===== src/rtl/mem_port_arbiter.sv =====
// mem_port_arbiter
//   Shares one 32-bit memory port between instruction fetch (IFU) and
//   load/store (LSU). Round-robin arbitration with at most one outstanding
//   transaction. Generates LSU byte enables and replicated write lanes, rejects
//   misaligned or illegal-size LSU requests locally, and ends a response wait
//   after RESP_TIMEOUT cycles with an error response.
// Ports
//   clk, rst                 clock, synchronous active-high reset
//   ifu_req_i/addr_i         fetch request (always a word read)
//   ifu_gnt/rvalid/rdata/err fetch handshake and response
//   lsu_req/we/addr/size/wdata_i  load/store request
//   lsu_gnt/rvalid/rdata/err load/store handshake and response
//   mem_req/we/addr/be/wdata_o    memory request, held until mem_gnt_i
//   mem_gnt_i, mem_rvalid_i, mem_rdata_i  memory handshake and response
//   busy_o                   high whenever a transaction is in progress
module mem_port_arbiter #(
  parameter int unsigned AW           = 32,
  parameter int unsigned RESP_TIMEOUT = 255
) (
  input  logic          clk,
  input  logic          rst,
  input  logic          ifu_req_i,
  input  logic [AW-1:0] ifu_addr_i,
  output logic          ifu_gnt_o,
  output logic          ifu_rvalid_o,
  output logic [31:0]   ifu_rdata_o,
  output logic          ifu_err_o,
  input  logic          lsu_req_i,
  input  logic          lsu_we_i,
  input  logic [AW-1:0] lsu_addr_i,
  input  logic [1:0]    lsu_size_i,
  input  logic [31:0]   lsu_wdata_i,
  output logic          lsu_gnt_o,
  output logic          lsu_rvalid_o,
  output logic [31:0]   lsu_rdata_o,
  output logic          lsu_err_o,
  output logic          mem_req_o,
  output logic          mem_we_o,
  output logic [AW-1:0] mem_addr_o,
  output logic [3:0]    mem_be_o,
  output logic [31:0]   mem_wdata_o,
  input  logic          mem_gnt_i,
  input  logic          mem_rvalid_i,
  input  logic [31:0]   mem_rdata_i,
  output logic          busy_o
);

  localparam int unsigned CW = (RESP_TIMEOUT > 0) ? $clog2(RESP_TIMEOUT + 1) : 1;
  localparam logic [CW-1:0] TO_VAL = CW'(RESP_TIMEOUT);

  typedef enum logic [1:0] {S_IDLE, S_REQ, S_RESP, S_ERR} state_e;

  state_e        state_q, state_d;
  logic          last_lsu_q, last_lsu_d;
  logic          owner_lsu_q, owner_lsu_d;
  logic          we_q, we_d;
  logic [AW-1:0] addr_q, addr_d;
  logic [3:0]    be_q, be_d;
  logic [31:0]   wdata_q, wdata_d;
  logic [CW-1:0] cnt_q, cnt_d;

  logic [3:0]    lsu_be;
  logic [31:0]   lsu_wdata;
  logic          lsu_bad;
  logic          pick_lsu;
  logic          ifu_addr_unused;

  // Fetches are word aligned by contract; the low address bits carry no meaning.
  always_comb ifu_addr_unused = ^ifu_addr_i[1:0];

  // Lane placement and alignment check for the LSU request.
  always_comb begin
    lsu_be    = '0;
    lsu_wdata = lsu_wdata_i;
    lsu_bad   = 1'b0;
    case (lsu_size_i)
      2'b00: begin
        lsu_be    = 4'b0001 << lsu_addr_i[1:0];
        lsu_wdata = {4{lsu_wdata_i[7:0]}};
      end
      2'b01: begin
        lsu_be    = 4'b0011 << {lsu_addr_i[1], 1'b0};
        lsu_wdata = {2{lsu_wdata_i[15:0]}};
        lsu_bad   = lsu_addr_i[0];
      end
      2'b10: begin
        lsu_be  = 4'b1111;
        lsu_bad = |lsu_addr_i[1:0];
      end
      default: lsu_bad = 1'b1;
    endcase
  end

  // Outputs are forced low while rst is high so an in-flight transaction
  // cannot emit a response during the reset cycle itself.
  always_comb begin
    state_d      = state_q;
    last_lsu_d   = last_lsu_q;
    owner_lsu_d  = owner_lsu_q;
    we_d         = we_q;
    addr_d       = addr_q;
    be_d         = be_q;
    wdata_d      = wdata_q;
    cnt_d        = cnt_q;
    pick_lsu     = 1'b0;
    ifu_gnt_o    = 1'b0;
    ifu_rvalid_o = 1'b0;
    ifu_rdata_o  = '0;
    ifu_err_o    = 1'b0;
    lsu_gnt_o    = 1'b0;
    lsu_rvalid_o = 1'b0;
    lsu_rdata_o  = '0;
    lsu_err_o    = 1'b0;
    mem_req_o    = 1'b0;
    mem_we_o     = 1'b0;
    mem_addr_o   = '0;
    mem_be_o     = '0;
    mem_wdata_o  = '0;
    busy_o       = 1'b0;
    if (!rst) begin
      busy_o = (state_q != S_IDLE);
      case (state_q)
        S_IDLE: begin
          if (ifu_req_i || lsu_req_i) begin
            // LSU wins a tie unless it won the previous arbitration.
            pick_lsu    = lsu_req_i && (!ifu_req_i || !last_lsu_q);
            owner_lsu_d = pick_lsu;
            last_lsu_d  = pick_lsu;
            if (pick_lsu) begin
              we_d    = lsu_we_i;
              addr_d  = {lsu_addr_i[AW-1:2], 2'b00};
              be_d    = lsu_be;
              wdata_d = lsu_wdata;
              state_d = lsu_bad ? S_ERR : S_REQ;
            end else begin
              we_d    = 1'b0;
              addr_d  = {ifu_addr_i[AW-1:2], 2'b00};
              be_d    = '1;
              wdata_d = '0;
              state_d = S_REQ;
            end
          end
        end
        S_REQ: begin
          mem_req_o   = 1'b1;
          mem_we_o    = we_q;
          mem_addr_o  = addr_q;
          mem_be_o    = be_q;
          mem_wdata_o = wdata_q;
          if (owner_lsu_q) lsu_gnt_o = mem_gnt_i;
          else             ifu_gnt_o = mem_gnt_i;
          if (mem_gnt_i) begin
            state_d = S_RESP;
            cnt_d   = '0;
          end
        end
        S_RESP: begin
          if (mem_rvalid_i) begin
            if (owner_lsu_q) begin
              lsu_rvalid_o = 1'b1;
              lsu_rdata_o  = mem_rdata_i;
            end else begin
              ifu_rvalid_o = 1'b1;
              ifu_rdata_o  = mem_rdata_i;
            end
            state_d = S_IDLE;
          end else if ((RESP_TIMEOUT != 0) && (cnt_q == TO_VAL)) begin
            if (owner_lsu_q) begin
              lsu_rvalid_o = 1'b1;
              lsu_err_o    = 1'b1;
            end else begin
              ifu_rvalid_o = 1'b1;
              ifu_err_o    = 1'b1;
            end
            state_d = S_IDLE;
          end else begin
            cnt_d = cnt_q + CW'(1);
          end
        end
        S_ERR: begin
          lsu_gnt_o    = 1'b1;
          lsu_rvalid_o = 1'b1;
          lsu_err_o    = 1'b1;
          state_d      = S_IDLE;
        end
        default: state_d = S_IDLE;
      endcase
    end
  end

  always_ff @(posedge clk) begin
    if (rst) begin
      state_q     <= S_IDLE;
      last_lsu_q  <= 1'b0;
      owner_lsu_q <= 1'b0;
      we_q        <= 1'b0;
      addr_q      <= '0;
      be_q        <= '0;
      wdata_q     <= '0;
      cnt_q       <= '0;
    end else begin
      state_q     <= state_d;
      last_lsu_q  <= last_lsu_d;
      owner_lsu_q <= owner_lsu_d;
      we_q        <= we_d;
      addr_q      <= addr_d;
      be_q        <= be_d;
      wdata_q     <= wdata_d;
      cnt_q       <= cnt_d;
    end
  end

endmodule


===== config.mk =====
export PLATFORM = sky130hd
export DESIGN_NAME = mem_port_arbiter
export DESIGN_NICKNAME = d
export VERILOG_FILES = /design/src/rtl/mem_port_arbiter.sv
export SDC_FILE = /design/constraint.sdc
export NUM_CORES = 1
export LEC_CHECK = 0
export CORE_ASPECT_RATIO = 1.75
export CORE_MARGIN = 1.5
export CORE_UTILIZATION = 35
export DETAILED_ROUTE_END_ITERATION = 8
export GPL_TIMING_DRIVEN = 0
export PLACE_DENSITY = 0.87
export SETUP_SLACK_MARGIN = 0.2
export SYNTH_ARGS = -nofsm -noshare
export SYNTH_HDL_FRONTEND = slang
export SYNTH_SLANG_ARGS = --single-unit

===== constraint.sdc =====
create_clock -name clk -period 2 [get_ports clk]
set_input_delay 0.4 -clock clk [delete_from_list [all_inputs] [get_ports clk]]
set_output_delay 0.4 -clock clk [all_outputs]
set_load 0.01 [all_outputs]

Yosys cells after proc, flatten, opt, wreduce, memory -nomap -nowiden

Cells that the tools add are included.

Add/sub/neg operators: 1
Equality and inequality tests: 11
Shifts and indexed selects: 2
Mux-type cells: 59
Reductions and logical operators: 13

Operators with widths:

| kind                                             | number |
|---|---|
| two-way mux 32 bit                               | 14 |
| one-hot mux 32 bit (2 select lines)              | 1 |
| two-way mux 1 bit                                | 25 |
| two-way mux 8 bit                                | 3 |
| one-hot mux 8 bit (2 select lines)               | 1 |
| two-way mux 2 bit                                | 6 |
| two-way mux 4 bit                                | 3 |
| one-hot mux 4 bit (3 select lines)               | 1 |
| adder 8 x 1 -> 8 bit (second input constant)     | 1 |
| == test 8 bit (second input constant)            | 1 |
| inequality test 2 bit (second input constant)    | 4 |
| one-hot mux 2 bit (4 select lines)               | 1 |
| == test 2 bit (second input constant)            | 3 |
| one-hot mux 1 bit (2 select lines)               | 3 |
| == test 2 x 1 -> 1 bit (second input constant)   | 2 |
| logical NOT 2 bit                                | 2 |
| AND reduction 4 bit                              | 1 |
| nonzero test 2 bit                               | 2 |
| left shift 1 x 2 -> 4 bit (first input constant) | 1 |
| left shift 2 x 2 -> 4 bit (first input constant) | 1 |
| inequality test 3 bit (second input constant)    | 1 |
| one-hot mux 1 bit (3 select lines)               | 1 |
| AND reduction 3 bit                              | 1 |
| logical NOT 1 bit                                | 2 |
| other kinds (4)                                  | 5 |

Bits in registers: 80
Bits of input ports: 137
Output and inout bits: 141

Depth between registers and ports, before layout

Depth in word-level cells: 6
Gate-level depth with buffers: 7
Gate-level depth less buffers: 5

Least setup slack after synthesis

Ideal clock, no wire load.

Path kind: register to output
From: reg state_q[1]
To: out lsu_rdata_o[10]
Arrival time: 1372 ps
Slack: 228 ps
Cell stages (with the launch flop): 6
Cells stage by stage: dfxtp_1 buf_6 nor3b_4 and3_1 clkbuf_1 and2_1

Word-level cells in the longest chain between the ends: 3

Ends and longest elaborated chain:

| item                   | RTL line | RTL |
|---|---|---|
| from (decl)            | 53       | `state_e state_q, state_d;` |
| from (signal assigned) | 202      | `state_q <= state_d;` |
| == test 2 bit          | 122      | `case (state_q)` |
| two-way mux 32 bit     | 122      |  |
| two-way mux 32 bit     | 120      | `if (!rst) begin` |
| to (decl)              | 35       | `output logic [31:0] lsu_rdata_o,` |

Every way passes these cells.

Worst setup path in the final report

From: reg state_q[1]
To: out ifu_err_o

Word-level cells in the longest chain between the ends: 3

Ends and longest elaborated chain:

| item              | RTL line | RTL |
|---|---|---|
| == test 2 bit     | 122      |  |
| two-way mux 1 bit | 122      |  |
| two-way mux 1 bit | 120      |  |
| to (decl)         | 27       | `output logic ifu_err_o,` |

Every way passes these cells.

==> impl_metrics.json <==
{
  "finalClockSkew_ns": 0.00569,
  "insertedDiodeCount": 0,
  "drt-pass1-iter-count": 5,
  "crit_buf_inv": 3,
  "overflow": 0,
  "postPlaceCellArea_mm2": 0.00747,
  "crit_path_end_kind": "output port",
  "ir_worst_vdd_mv": 0.444,
  "drtIter0Drc": 286,
  "clock-sinks": 78,
  "fin_nets": 1014,
  "pwr-share-comb_pct": 27.7,
  "critical_path_arrival_ns": 1.79,
  "finalHoldViolCount": 0,
  "grt_max_degree": 14,
  "drv_slew": 0,
  "p_clk_share_pct": 37.4,
  "clk_pin_slew_ns": 0.06,
  "drive_gt1_share_pct": 43.2,
  "layout.cells.most_common": "clkdlybuf4s50_1",
  "swShare_pct": 27.4,
  "die_w_um": 88.9,
  "core_mm2": 0.0126,
  "syn_inst": 547,
  "drcViolationCount": 0,
  "worst_pin_slew_ns": 0.586,
  "min_path_type": "reg -> reg",
  "ant_nets": 0,
  "critPathKind": "reg -> out",
  "clk_latency_ns": 0.34,
  "place_ws_ns": -1.27,
  "via_count": 5426,
  "ys_ff_latch": 78,
  "setup_viol": 126,
  "ys.flop_type": "dfxtp_1",
  "antenna_found_initial": 0,
  "netlist_area_mm2": 0.00452,
  "holdPathEnd": "addr_q[17]",
  "finalCriticalPeriod_ns": 2.19,
  "switchingPower_mw": 1.41,
  "initial_core_util_pct": 36.0,
  "dieHeight_um": 153,
  "p_leak_nw": 3.93,
  "via_per_inst": 5.17,
  "wl_um": 19700,
  "rsz0062_at_grt": "yes",
  "postSynthAreaPerCell_um2": 8.26,
  "cp_data_required_time_ns": 1.60,
  "rrSetupSlack_ns": 0.29,
  "place_hpwl_um": 13400,
  "grt_pass1_wl_um": 27900,
  "clk_path_buf_depth": 2,
  "ios": 278,
  "cp_common_cell": "buf_6",
  "num_rows": 54,
  "failed_checks": "negative setup slack",
  "layout_worst_path_cycle_share_pct": 109,
  "layout_setup_ws_ns": -0.189,
  "pwr-share-seq_pct": 35.0,
  "rr_endpoint": "cnt_q[7]",
  "slowest_delay_ns": 0.49,
  "root_buffer": "clkbuf_16",
  "whs_path_depth": 2,
  "holdWs_ns": 0.493,
  "r2r_cells": 7,
  "synth_cell_type_count": 48,
  "synth_edf_count": 0,
  "h-tree-depth": 3,
  "fmax_mhz": 457,
  "gp_congestion": 0.861,
  "final_cell_mix": "clkdlybuf4s50_1 (130), buf_6 (119), and2_4 (95), nor2_1 (73), dfxtp_1 (71)",
  "final_area_mm2": 0.00881,
  "crit_family": "simple AND/OR/NAND/NOR gates",
  "crit_chain": "buf_6 -> buf_6 -> or4b_4 -> nor4_4 -> buf_2",
  "cp_max_fo": 5,
  "port_buffers": 273,
  "cp-start-kind": "flip-flop",
  "yosys_warnings": 0,
  "cts_buffers": 9,
  "async_reset_ff_share_pct": 0,
  "hp-start": "addr_q[17]",
  "track_usage_pct": 26.9,
  "max_cap_violations": 0,
  "slowest_stage": "or4b_4",
  "cts_tree": "built",
  "status": "finished with violations",
  "p_int_mw": 3.72,
  "post_drt_wl_per_cell_um": 18.8,
  "grt_pass1_vias": 5363,
  "max-slew-margin-rel_pct": 60.7,
  "area_growth_pct": 94.9,
  "cts.hold.buffers_added": 0,
  "dieArea_mm2": 0.0136,
  "ys_seq_area_share_pct": 34.6,
  "power_density_mw_per_mm2": 583,
  "r2r_start": "state_q[0]"
}
==> repair_timing <==
action | CTS | global route
endpoints found under the setup margin | 214 | 191
buffers inserted | 32 | 4
pin swaps | 75 | 19
cloned | 8 | 1
resized for setup | 770 | 144
==> cell type report <==
cell class / instances / area (um2)
clock buffers: 11 / 243
flip-flops and latches: 78 / 1580
fillers: 964 / 3760
multi-input cells: 416 / 3100
plain buffers: 45 / 390
inverters: 8 / 33.8
well taps: 168 / 210
clock inverters: 5 / 106
repair buffers: 318 / 3150
==> worst max path at each step <==
| stage | from | endpoint | slack, ns | cells after the start |
|---|---|---|---|---|
| floorplan | state_q[1] | lsu_rdata_o[10] | 0.23 | 5 |
| global route | state_q[0] | mem_addr_o[2] | -0.21 | 7 |
| CTS | state_q[0] | mem_addr_o[9] | -0.17 | 7 |
| detailed placement | rst | ifu_rdata_o[27] | -1.27 | 7 |
| global placement | rst | ifu_rdata_o[27] | -1.23 | 7 |
| finish | state_q[1] | ifu_err_o | -0.19 | 5 |
==> metal layers <==
layer | GRT usage, % | routed length, um | share of wire [%]
met1 | 26.5 | 6560 | 33
met3 | 5.29 | 1400 | 7.1
met5 | 0 | 0 | 0
met4 | 14.8 | 931 | 4.7
met2 | 50.0 | 10800 | 55
==> synthesized netlist by cell type (2+ instances only) <==
cell        n  share of area, %
clkbuf_1   23               1.9
buf_2      15               1.7
nand3_1     4              0.44
inv_1       8              0.66
a21boi_0    2              0.33
clkbuf_2    2              0.22
a31oi_1     3              0.42
nand4_1     2              0.28
a21oi_1     6              0.66
or3_1       4              0.55
a211oi_1   34               5.6
dfxtp_1    78                35
nor2_1     76               6.3
o21a_1      2              0.33
o21ai_0    16               1.8
mux2_2     16               4.0
nand2_1    14               1.2
a22oi_1    36               6.0
nand2b_1    3              0.42
nor3_1      3              0.33
and2_1    132                18
mux2i_1    39               8.6
buf_1       3              0.25
buf_4       2              0.33
==> per-stage QoR <==
| step | power [mW] | TNS [ns] | cells | utilization (%) |
|---|---|---|---|---|
| 6_report | 5.13 | -11.99 | 1049 | 70.1 |
| 5_1_grt | 5.33 | -20.52 | 1049 | 70.1 |
| 4_1_cts | 5.01 | -12.81 | 1044 | 65.7 |
| 3_5_place_dp | 2.99 | -153.51 | 989 | 59.4 |
| 3_3_place_gp | 2.95 | -148.20 | 989 | 59.4 |
| 2_1_floorplan | 2.40 | 0 | 548 | - |
==> logic make-up (layout without fill, tap and decap cells) <==
logic type,after synthesis,count (layout),synth area share (%)
compound gates,109,109,17.1
fa+ha+maj,1,1,0.277
buf+inv,54,387,5.29
flops,78,78,34.6
mux,55,55,12.6
other cells,1,2,0.0830
simple gates,249,249,30.1
==> worst register-to-register path: cells and delay by family, from the launching register on <==
family | cells | cell delay [ns]
and+or+nand+nor | 2 | 0.69
DFF | 1 | 0.37
AOI/OAI and AO/OA | 2 | 0.18
buffers and inverters | 3 | 0.40
==> sequential cells by signal, summed over array words and instances (netlist names) <==
signal       cells
state_q          2
addr_q          30
wdata_q         32
cnt_q            8
owner_lsu_q      1
be_q             4
we_q             1
==> power by group through the flow <==
stage	Clock, mW	Sequential, mW	Combinational, mW
after floorplan	0	1.79	0.610
after global placement	0	1.81	1.14
after detailed placement	0	1.82	1.17
after CTS	1.92	1.78	1.31
after global routing	1.99	1.81	1.53
final	1.92	1.79	1.42
No activity file was read; power rests on OpenSTA's default activity.
